### src/rtl/xbtn_ctrl.sv
`default_nettype none
// ============================================================================
//  Module   : xbtn_ctrl
//  Purpose  : Push-button peripheral for the picoVersat decoder window.
//             Synchronises and debounces N_BTN raw button pads, latches
//             press events in sticky W1C flags, exposes LEVEL / EVENT /
//             MASK registers on the decoder data path and raises irq for
//             enabled pending events.
//  Ports    :
//    clk      in   1      system clock, rising edge
//    rst      in   1      asynchronous reset, active low
//    sel      in   1      block select from the address decoder
//    we       in   1      write enable, qualified by sel
//    addr     in   2      register offset (0 LEVEL, 1 EVENT, 2 MASK, 3 rsvd)
//    data_in  in   N_BTN  write data
//    btn_rd   out  N_BTN  read data to the decoder read mux (0 when !sel)
//    btn_pad  in   N_BTN  raw asynchronous active-high button inputs
//    irq      out  1      OR of (EVENT & MASK)
//  Revision : 1.0 - initial release
// ============================================================================
module xbtn_ctrl #(
  parameter int N_BTN      = 4,       // must not exceed 4 (btn_rd read port)
  parameter int DEB_CYCLES = 500000,  // stable cycles to accept a new level
  parameter int CNT_W      = 20       // 2**CNT_W must exceed DEB_CYCLES
) (
  input  logic             clk,
  input  logic             rst,
  input  logic             sel,
  input  logic             we,
  input  logic [1:0]       addr,
  input  logic [N_BTN-1:0] data_in,
  output logic [N_BTN-1:0] btn_rd,
  input  logic [N_BTN-1:0] btn_pad,
  output logic             irq
);

  localparam logic [1:0]       C_ADDR_LEVEL = 2'd0;
  localparam logic [1:0]       C_ADDR_EVENT = 2'd1;
  localparam logic [1:0]       C_ADDR_MASK  = 2'd2;
  localparam logic [CNT_W-1:0] C_CNT_LAST   = CNT_W'(DEB_CYCLES - 1);

  // Two-flop synchroniser per pad.
  logic [N_BTN-1:0] r_sync1;
  logic [N_BTN-1:0] r_sync2;

  // Architectural registers.
  logic [N_BTN-1:0] r_level;
  logic [N_BTN-1:0] r_event;
  logic [N_BTN-1:0] r_mask;

  // Per-button debounce results.
  logic [N_BTN-1:0] w_level_next;
  logic [N_BTN-1:0] w_rise;
  logic [N_BTN-1:0] w_event_clr;
  logic [N_BTN-1:0] w_event_next;
  logic             w_wr_event;
  logic             w_wr_mask;

  always_ff @(posedge clk or negedge rst) begin
    if (!rst) begin
      r_sync1 <= '0;
      r_sync2 <= '0;
    end else begin
      r_sync1 <= btn_pad;
      r_sync2 <= r_sync1;
    end
  end

  // --------------------------------------------------------------------------
  // Debounce: each button is STABLE while its synchronised input equals its
  // LEVEL bit and COUNTING otherwise. The counter only survives consecutive
  // differing cycles, so any return to the old level restarts the wait.
  // --------------------------------------------------------------------------
  generate
    for (genvar i = 0; i < N_BTN; i++) begin : g_btn
      logic [CNT_W-1:0] r_cnt;
      logic             w_differ;
      logic             w_done;

      assign w_differ        = r_sync2[i] ^ r_level[i];
      assign w_done          = w_differ && (r_cnt == C_CNT_LAST);
      assign w_level_next[i] = w_done ? r_sync2[i] : r_level[i];

      always_ff @(posedge clk or negedge rst) begin
        if (!rst) begin
          r_cnt <= '0;
        end else if (!w_differ || w_done) begin
          r_cnt <= '0;
        end else begin
          r_cnt <= r_cnt + 1'b1;
        end
      end
    end
  endgenerate

  // Only presses (0->1) are events; releases are visible in LEVEL alone.
  assign w_rise = w_level_next & ~r_level;

  assign w_wr_event = sel && we && (addr == C_ADDR_EVENT);
  assign w_wr_mask  = sel && we && (addr == C_ADDR_MASK);

  assign w_event_clr = w_wr_event ? data_in : '0;

  // Set is OR-ed in after the clear so a coincident press is never lost.
  assign w_event_next = (r_event & ~w_event_clr) | w_rise;

  always_ff @(posedge clk or negedge rst) begin
    if (!rst) begin
      r_level <= '0;
      r_event <= '0;
      r_mask  <= '0;
    end else begin
      r_level <= w_level_next;
      r_event <= w_event_next;
      if (w_wr_mask) begin
        r_mask <= data_in;
      end
    end
  end

  // Read path is purely combinational off registered state, so a read in a
  // write cycle returns the value held before that write lands.
  always_comb begin
    btn_rd = '0;
    if (sel) begin
      case (addr)
        C_ADDR_LEVEL: btn_rd = r_level;
        C_ADDR_EVENT: btn_rd = r_event;
        C_ADDR_MASK:  btn_rd = r_mask;
        default:      btn_rd = '0;
      endcase
    end
  end

  assign irq = |(r_event & r_mask);

endmodule
`default_nettype wire
### config.mk
export PLATFORM = sky130hd
export DESIGN_NAME = xbtn_ctrl
export DESIGN_NICKNAME = d
export VERILOG_FILES = /design/src/rtl/xbtn_ctrl.sv
export SDC_FILE = /design/constraint.sdc
export NUM_CORES = 1
export LEC_CHECK = 0
export CAP_MARGIN = 10
export CORE_MARGIN = 5
export CORE_UTILIZATION = 45
export DETAILED_ROUTE_END_ITERATION = 8
export GPL_TIMING_DRIVEN = 0
export PLACE_DENSITY = 0.58
export RECOVER_POWER = 50
export REMOVE_ABC_BUFFERS = 1
export SLEW_MARGIN = 25
export SYNTH_ARGS = -nofsm -noshare
export SYNTH_HDL_FRONTEND = slang
export SYNTH_SLANG_ARGS = --single-unit
### constraint.sdc
create_clock -name clk -period 2.2 [get_ports clk]
set_input_delay 0.44 -clock clk [delete_from_list [all_inputs] [get_ports clk]]
set_output_delay 0.44 -clock clk [all_outputs]
set_load 0.05 [all_outputs]
==> summary.txt <==
Timing
  • Final Cycle Share: 92.1%
  • Post-route minimum period: 2030 ps
  • Number of slew-limit violations in the final report: 0
  • Worst slew slack as a fraction of its limit: 51.8%
  • Number of failing setup endpoints in the final timing report: 0
  • Max Clock Freq: 493 MHz
  • Transition at the pin with the smallest max-transition slack: 723 ps
  • Fin. Hold Viols: 0
  • RSZ-0062 raised after global routing: false
  • Setup Total Neg Slack: 0 ps
  • Setup skew after layout: 6.39 ps
  • Post-route setup slack: 173 ps

Pwr
  • Leak pwr: 2.14 nW
  • Worst IR Drop VDD: 0.242 mV
  • PwrDens: 588 nW/um^2

Synth
  • Post-synthesis cell area: 4880 um^2
  • Flip-flop and latch count after synthesis: 100
  • Share of flip-flops with an asynchronous set or reset after synthesis: 100%
  • Synthesized instance count: 488
  • Sequential-to-total area share from yosys stat: 51.3%
  • Most frequent cell after synthesis: sky130_fd_sc_hd__dfrtp_1
  • Number of enable flip-flop cells after synthesis: 0
  • Leading post-synthesis cells by cell area: sky130_fd_sc_hd__dfrtp_1 51%, sky130_fd_sc_hd__xor2_1 5.4%, sky130_fd_sc_hd__nor2_1 4.5%
  • Top-area cell type share of the netlist area: 51.3%
  • Synth cell types: 38
  • Average cell area after synthesis: 9.99 um^2
  • Top cell types by occurrence after synthesis: 100 x sky130_fd_sc_hd__dfrtp_1, 58 x sky130_fd_sc_hd__nor2_1, 32 x sky130_fd_sc_hd__nand2_1, 30 x sky130_fd_sc_hd__xor2_1, 25 x sky130_fd_sc_hd__nand3_1
  • Total number of yosys warnings: 0
  • Cell type with the highest aggregate area in the netlist: sky130_fd_sc_hd__dfrtp_1
  • Top FF cell, synth: sky130_fd_sc_hd__dfrtp_1

Worst hold path
  • Tightest Hold Check Type: reg -> reg

Route
  • Highest layer used for signal routing: met4
  • Wire length per cell after detailed routing: 14.3 um
  • Via Count: 3492
  • Met2 WL: 4230 um
  • DRT Wirelength: 9280 um
  • Via/cell ratio: 5.39
  • Initial DRC Count: 227
  • Remaining routing DRC violations: 0
  • Met3 wire len: 248 um
  • First drt pass iteration count: 6
  • Wire length on met1: 4670 um
  • Final antenna-violating net count: 0

Floorplanning
  • Die Ht: 114 um
  • FP Rows: 38
  • Initial Util: 45.4%
  • Core region area: 10700 um^2
  • Floorplan die area: 13000 um^2
  • Overall die width: 114 um
  • Number of top-level pins: 19

Placed design
  • Pre-CTS setup slack: -701 ps
  • Final weighted congestion in routability-driven placement: 0.794
  • Post-place instance area: 5190 um^2
  • Buffers on Ports: 18
  • Detailed-placement wirelength estimate: 6250 um

Setup path
  • Type of the worst setup path: in -> out
  • Worst path arrival time: 1590 ps
  • Critical Path RT: 1760 ps
  • Nature of the critical path startpoint: input pin
  • Cell at the slowest stage of the critical path: sky130_fd_sc_hd__dlygate4sd2_1
  • Ordered list of cells on the worst path: dlygate4sd2_1 > mux2i_1 > o21ai_0 > and2_1 > buf_4
  • Kind of capture point of the worst setup path: output pin
  • Largest stage delay on the critical path: 440 ps
  • Maximum fanout encountered on the critical timing path: 7

Clock tree
  • Clock-pin slew of the registers on the worst-case setup and hold paths: 90 ps
  • Clock sink count: 100
  • Inserted Clock Buffers: 9
  • Clock tree from TritonCTS: yes
  • H-tree levels: 3
  • Clock root buffer master: sky130_fd_sc_hd__clkbuf_8
  • Clock Latency Late Sink: 360 ps
  • Clock Tree Buf Depth: 2

Run status
  • Result of the run: finished clean

Final layout
  • Total non-filler cell area in the finished layout: 5360 um^2
  • Layout Area Growth over Synthesis: 9.85%
  • Final core utilization: 49.9%
  • Proportion of layout cells with a drive suffix above 1: 7.87%
  • Number of nets in the layout: 522
  • N_diodes: 0

Global route
  • Antenna violations before repair: 0
  • Largest net degree at the start of global routing: 73
  • All-layer global routing usage: 15.3%
  • Global route overflow: 0
  • Via count of the first global-routing pass: 3451
  • Wire length of the first global-routing pass: 16200 um

Flow run
  • MaxCap Viol Count: 0
worst max-delay path, delay by kind of cell:
family | cells | cell delay, ps
AOI/OAI and AO/OA | 1 | 100
and+or+nand+nor | 1 | 170
muxes | 1 | 250
buffers and inverters | 2 | 620
layout make-up:
cell class	count	area, um^2
flip-flops and latches	100	2500
clock buffers	11	131
well taps	140	175
clock inverters	4	27.5
multi-input cells	354	2260
repair buffers	20	186
fillers	1016	5390
inverters	19	71.3
state kept, by name, indices dropped and copies added (netlist names):
name	cells
r_mask	4
r_event	4
g_btn.r_cnt	80
r_sync2	4
r_level	4
r_sync1	4
cells by family (layout without fill, tap and decap cells):
kind of cell    Yosys count  after routing  synth area share [%]
fa+ha+maj                 4              4                  1.03
simple gates            222            222                  24.7
mux                      12             12                  2.67
compound gates           66             66                  8.47
flops                   100            100                  51.3
buf+inv                  34             54                  2.90
xor+xnor                 50             50                  8.98
through the flow:
step / std cells / power (W) / hold slack [ps]
after global routing: 648 / 0.00331 / 363
after detailed placement: 632 / 0.00217 / 335
final: 648 / 0.00315 / 355
after global placement: 631 / 0.00216 / 332
after CTS: 648 / 0.00322 / 357
after floorplan: 473 / 0.00205 / 144
what timing repair did:
item                                    4_1_cts  5_1_grt
gates resized for setup                      29        3
buffers inserted                              0        0
endpoints found under the hold margin        28        0
endpoints found under the setup margin        7       20
hold buffers                                  1        0
cloned                                        0        0
report_power, final:
part           internal (W)  leakage (nW)  switching (W)
Sequential          0.00188          1.36      0.0000395
Clock              0.000405        0.0714       0.000624
Combinational     0.0000757         0.706       0.000127
final timing paths:
check / cells past startpoint / endpoint / slack (ps) / start
min in group asynchronous: 2 / g_btn[1].r_cnt[12]$_DFF_PN0_ / 660 / rst
max reg2reg: 5 / g_btn[0].r_cnt[15]$_DFF_PN0_ / 180 / g_btn[0].r_cnt[0]$_DFF_PN0_
min: 0 / r_sync2[3]$_DFF_PN0_ / 360 / r_sync1[3]$_DFF_PN0_
max in group asynchronous: 3 / g_btn[3].r_cnt[3]$_DFF_PN0_ / 470 / rst
max: 5 / btn_rd[0] / 170 / addr[1]
min reg2reg: 0 / r_sync2[3]$_DFF_PN0_ / 360 / r_sync1[3]$_DFF_PN0_
layout by cell type (no fill, tap or decap), types with 3 or more instances in the layout:
master	count
sky130_fd_sc_hd__a21oi_1	24
sky130_fd_sc_hd__a32o_1	3
sky130_fd_sc_hd__and2_1	10
sky130_fd_sc_hd__and4_1	10
sky130_fd_sc_hd__buf_4	4
sky130_fd_sc_hd__clkbuf_8	9
sky130_fd_sc_hd__clkdlybuf4s50_1	6
sky130_fd_sc_hd__clkinvlp_4	3
sky130_fd_sc_hd__dfrtp_1	100
sky130_fd_sc_hd__dlygate4sd3_1	5
sky130_fd_sc_hd__ha_1	4
sky130_fd_sc_hd__inv_1	19
sky130_fd_sc_hd__mux2_2	8
sky130_fd_sc_hd__mux2i_1	4
sky130_fd_sc_hd__nand2_1	32
sky130_fd_sc_hd__nand3_1	25
sky130_fd_sc_hd__nand4_1	22
sky130_fd_sc_hd__nor2_1	58
sky130_fd_sc_hd__nor3_1	15
sky130_fd_sc_hd__nor4b_1	6
sky130_fd_sc_hd__o21ai_0	16
sky130_fd_sc_hd__o21ai_4	3
sky130_fd_sc_hd__o31ai_1	13
sky130_fd_sc_hd__or3_1	13
sky130_fd_sc_hd__or4_1	17
sky130_fd_sc_hd__xnor2_1	20
sky130_fd_sc_hd__xor2_1	30
per-layer routing:
metal | vias to the layer above | GRT usage (%)
met5 | - | 0
met4 | 0 | 6.10
met3 | 8 | 3.01
met2 | 30 | 24.2
met1 | 1688 | 20.8
li1 | 1766 | -
Power figures use the tool's default switching activity.
==> RTL change 1 (same settings) <==
Reset style: synchronous (`rst`), changed in 3 clocked blocks. Comments in the files are not updated.
--- a/src/rtl/xbtn_ctrl.sv
+++ b/src/rtl/xbtn_ctrl.sv
@@ -57,5 +57,5 @@
   logic             w_wr_mask;
 
-  always_ff @(posedge clk or negedge rst) begin
+  always_ff @(posedge clk) begin
     if (!rst) begin
       r_sync1 <= '0;
@@ -82,5 +82,5 @@
       assign w_level_next[i] = w_done ? r_sync2[i] : r_level[i];
 
-      always_ff @(posedge clk or negedge rst) begin
+      always_ff @(posedge clk) begin
         if (!rst) begin
           r_cnt <= '0;
@@ -105,5 +105,5 @@
   assign w_event_next = (r_event & ~w_event_clr) | w_rise;
 
-  always_ff @(posedge clk or negedge rst) begin
+  always_ff @(posedge clk) begin
     if (!rst) begin
       r_level <= '0;
Function: differs if rst is asserted again (counterexample within 4 cycles, from zero or initial values and one cycle with rst low); with rst held inactive, the same outputs for 10 cycles.
==> RTL change 1 against the original RTL <==
  * Via count increased by 1.9%
  * Worst setup slack got worse by 0.060 ns
  * Sequential cell count unchanged
  * Non-clock buffer count decreased by 1
  * Global-route usage increased by 0.19 points
  * Design area decreased by 5.9%
  * Critical endpoint is now g_btn[0].r_cnt[19]
  * Wire length decreased by 5.5%
  * Synthesized area decreased by 8.1%
  * Maximum frequency decreased by 2.9%
Power is not compared: it rests on default switching activity, and its combinational part moved more than twofold at a synthesized area within 25%.
==> RTL change 1: results (changes against the original RTL) <==
[cells_and_area]
fillCellCount=983  ; -3.2%
layout.nets=540  ; +3.4%
antenna_cells=0  ; unchanged
drive_gt1_share_pct=7.21  ; -0.66 points

[logic_synthesis]
yosys-top-cells-area=dfxtp_1 (45%), xnor2_1 (5.7%), nor2_1 (5.6%)
yosys.cell_types.count=42  ; +11%
synth_flop_cell=dfxtp_1
synthTopCellsByCount=dfxtp_1 (100), nor2_1 (67), xnor2_1 (29)
yosysSeqAreaShare_pct=44.6  ; -6.7 points
synthArstFlopShare_pct=0  ; -100 points

[critical_path]
worstReg2RegStart=g_btn[0].r_cnt[12]
r2r_end=g_btn[0].r_cnt[19]
crit_arrival_ns=2.34  ; +0.75 ns
reg2reg_slack_ns=0.11  ; -0.07 ns
critical_path.max_fanout=18  ; +11

[min_path]
min-delay-path-class=reg -> reg
hold_end=r_sync2[2]
whs_path_depth=1  ; +1
hold_path_startpoint=r_sync1[2]

[timing]
hold_viol_final=0  ; unchanged
hold_slack_ns=0.439  ; +0.0843 ns
slew_headroom_pct=44.6  ; -7.2 points
finClkSkew_ns=0.00786  ; +0.00147 ns

[global_route]
grtUsageTotal_pct=15.5  ; +0.19 points
grt_pass1_wl_um=15200  ; -6.6%
grt_max_degree=22  ; -70%
grt_pass1_vias=3336  ; -3.3%
grt_antenna_before_repair=0  ; unchanged

[place]
dp_hpwl_um=5970  ; -4.5%
gp_routability_congestion=0.804  ; +1.2%
preCtsSetupSlack_ns=-0.755  ; -0.0541 ns

[outcome]
outcome=finished clean

[detailed_routing]
finalWirelength_um=8770  ; -5.5%
dr.first_iter.drc_count=164  ; -28%
drt-vias-per-instance=5.39  ; about the same
firstDrtPassIters=4  ; -2

[pwr]
irDropWorstVdd_mv=0.706

[clock_network]
root_buffer=clkbuf_8

RTL change 1: kinds of logic (layout without fill, tap and decap cells):
logic type / after synthesis / after routing / synth area share (%)
muxes: 8 / 8 / 1.79
AOI/OAI and AO/OA: 70 / 73 / 10.2
buffers and inverters: 31 / 52 / 2.93
xor gates and xnor gates: 54 / 54 / 10.5
adders and majority gates: 4 / 4 / 1.12
and+or+nand+nor: 236 / 236 / 28.8
DFF: 100 / 100 / 44.6
RTL change 1: through the flow:
step / cell area, µm² / TNS [ns] / instances
3_3_place_gp: 4760 / -18.73 / 640
6_report: 5040 / 0 / 660
4_1_cts: 4990 / 0 / 657
2_1_floorplan: 4420 / -3.09 / 489
3_5_place_dp: 4770 / -12.65 / 640
5_1_grt: 5040 / 0 / 660
RTL change 1: power breakdown:
| part | switching [µW] | leakage (µW) | total, µW | internal, µW |
|---|---|---|---|---|
| logic | 43.0 | 0.000669 | 80.6 | 37.7 |
| registers | 6.10 | 0.000807 | 1830 | 1820 |
| clock network | 641 | 0.0000918 | 1170 | 529 |
| total | 690 | 0.00157 | 3080 | 2390 |
RTL change 1: layer usage:
metal  GRT usage, %  part of all wire [%]  vias to the layer above
met5              0                     0                        -
met4           3.74                  0.95                        0
met3           4.70                   4.2                        8
met2           25.2                    46                       48
met1           20.2                    49                     1651
li1               -                     -                     1853
RTL change 1: layout make-up:
type	instances	area, µm²	share of cell area [%]
clock buffers	9	124	2.46
clock inverters	7	75.1	1.49
inverters	17	63.8	1.27
multi-input cells	375	2420	48.0
flip-flops and latches	100	2000	39.7
well taps	133	166	3.30
repair buffers	19	188	3.72
RTL change 1: worst max-delay path by stage:
stage / startpoint / to / slack [ns] / depth (start not counted)
floorplan: g_btn[2].r_cnt[11] / g_btn[2].r_cnt[10] / -0.16 / 4
global placement: addr[1] / btn_rd[2] / -0.77 / 6
detailed placement: addr[1] / btn_rd[2] / -0.76 / 6
CTS: g_btn[1].r_cnt[0] / g_btn[1].r_cnt[14] / 0.0008 / 5
global route: g_btn[0].r_cnt[0] / g_btn[0].r_cnt[15] / 0.01 / 6
finish: g_btn[0].r_cnt[12] / g_btn[0].r_cnt[19] / 0.11 / 5
RTL change 1: critical path: stages (launching register included):
cell	delay, ns
dfxtp_1	0.36
or4_1	0.52
or4_1	0.65
o21bai_4	0.22
buf_12	0.17
a21oi_1	0.05
RTL change 1: what timing repair did:
| item | CTS | global route |
|---|---|---|
| pin swaps | 1 | 3 |
| resized for setup | 29 | 6 |
| cloned | 1 | 2 |
| endpoints found under the setup margin | 24 | 73 |
| setup buffers | 0 | 1 |
==> RTL change 2 (same flow settings) <==
Without the edit above. The parameter `CNT_W` goes from 20 to 16.
--- a/src/rtl/xbtn_ctrl.sv
+++ b/src/rtl/xbtn_ctrl.sv
@@ -22,5 +22,5 @@
   parameter int N_BTN      = 4,       // must not exceed 4 (btn_rd read port)
   parameter int DEB_CYCLES = 500000,  // stable cycles to accept a new level
-  parameter int CNT_W      = 20       // 2**CNT_W must exceed DEB_CYCLES
+  parameter int CNT_W      = 16       // 2**CNT_W must exceed DEB_CYCLES
 ) (
   input  logic             clk,
Function: same outputs for any inputs over 10 cycles, from zero or initial values and one cycle with rst low; that may be too few to reach the edited logic, so the function may still have changed.
==> RTL change 2 against the original RTL <==
  * Global-route usage decreased by 0.49 points
  * Register-to-register slack improved by 0.11 ns
  * Critical path depth unchanged
  * Total power increased by 2.4%
  * Design area decreased by 15%
  * Wire length decreased by 20%
  * Sequential cell count decreased by 16
  * Clock skew increased by 0.0040 ns
  * Synthesized area decreased by 18%
  * Worst setup slack got worse by 0.025 ns
==> RTL change 2: results (changes against the original RTL) <==
[outcome]
outcome=finished clean

[critical_path]
reg2reg_slack_ns=0.29  ; +0.11 ns
worstReg2RegStart=g_btn[2].r_cnt[0]
crit_path_end=btn_rd[1]
crit_arrival_ns=1.61  ; +0.02 ns

[timing]
finClkSkew_ns=0.0104  ; +0.00398 ns
slew_headroom_pct=34.4  ; -17 points
max_freq_mhz=487  ; -1.2%

[logic_synthesis]
yosys.cell_types.count=41  ; +7.9%
yosysSeqAreaShare_pct=52.6  ; +1.3 points
yosys-top-cells-area=dfrtp_1 (53%), xnor2_1 (6.8%), nor2_1 (5.5%)
syn_inst=388  ; -20%
synth_xor_area_share_pct=11.8  ; +2.9 points
yosys.area_share.adder_pct=1.25  ; +0.23 points

[detailed_routing]
dr.first_iter.drc_count=95  ; -58%
drt-met1-wl_um=3840  ; -18%
firstDrtPassIters=4  ; -2
wl_met2_um=3280  ; -23%
finalWirelength_um=7440  ; -20%
drt-vias-per-instance=5.35  ; -0.78%
wl_met3_um=193  ; -22%

[global_route]
grtUsageMet2_pct=21.2  ; -3.0 points
use_met3_pct=2.55  ; -0.47 points
grtUsageTotal_pct=14.8  ; -0.49 points
grt_max_degree=48  ; -34%

[place]
dp_hpwl_um=5040  ; -19%
dp_cells=508  ; -20%
place_area_um2=4310  ; -17%
gp_routability_congestion=0.780  ; -1.7%

[min_path]
hold_path_startpoint=r_sync1[1]

[cells_and_area]
instances_no_fill=525  ; -19%
layout.nets=430  ; -18%
largest_reg_flops=64  ; -20%

[pwr]
irDropWorstVdd_mv=0.358  ; +48%

-- RTL change 2: repair_timing --
item | CTS | global route
hold buffers | 1 | 0
gates resized for setup | 29 | 1
endpoints found under the setup margin | 5 | 12
endpoints found under the hold margin | 37 | 0
-- RTL change 2: worst register-to-register path, stage by stage (launching register included) --
cell      delay, ns
dfrtp_1        0.42
ha_1           0.20
nand3_1        0.24
nand4b_1       0.36
nand2_1        0.45
nor2_1         0.10
-- RTL change 2: final cells by class --
class                   count  area [µm²]
well taps                 108         135
clock inverters             7         123
clock buffers               9         124
multi-input cells         288        1840
repair buffers             20         199
inverters                   9        33.8
fillers                   831        4130
flip-flops and latches     84        2100
-- RTL change 2: where the power goes --
part / leakage (µW) / total [µW] / switching [µW] / internal (µW)
clock network: 0.000116 / 1350 / 585 / 762
logic: 0.000630 / 234 / 145 / 89.8
registers: 0.00113 / 1650 / 49.8 / 1600
total: 0.00188 / 3230 / 780 / 2450
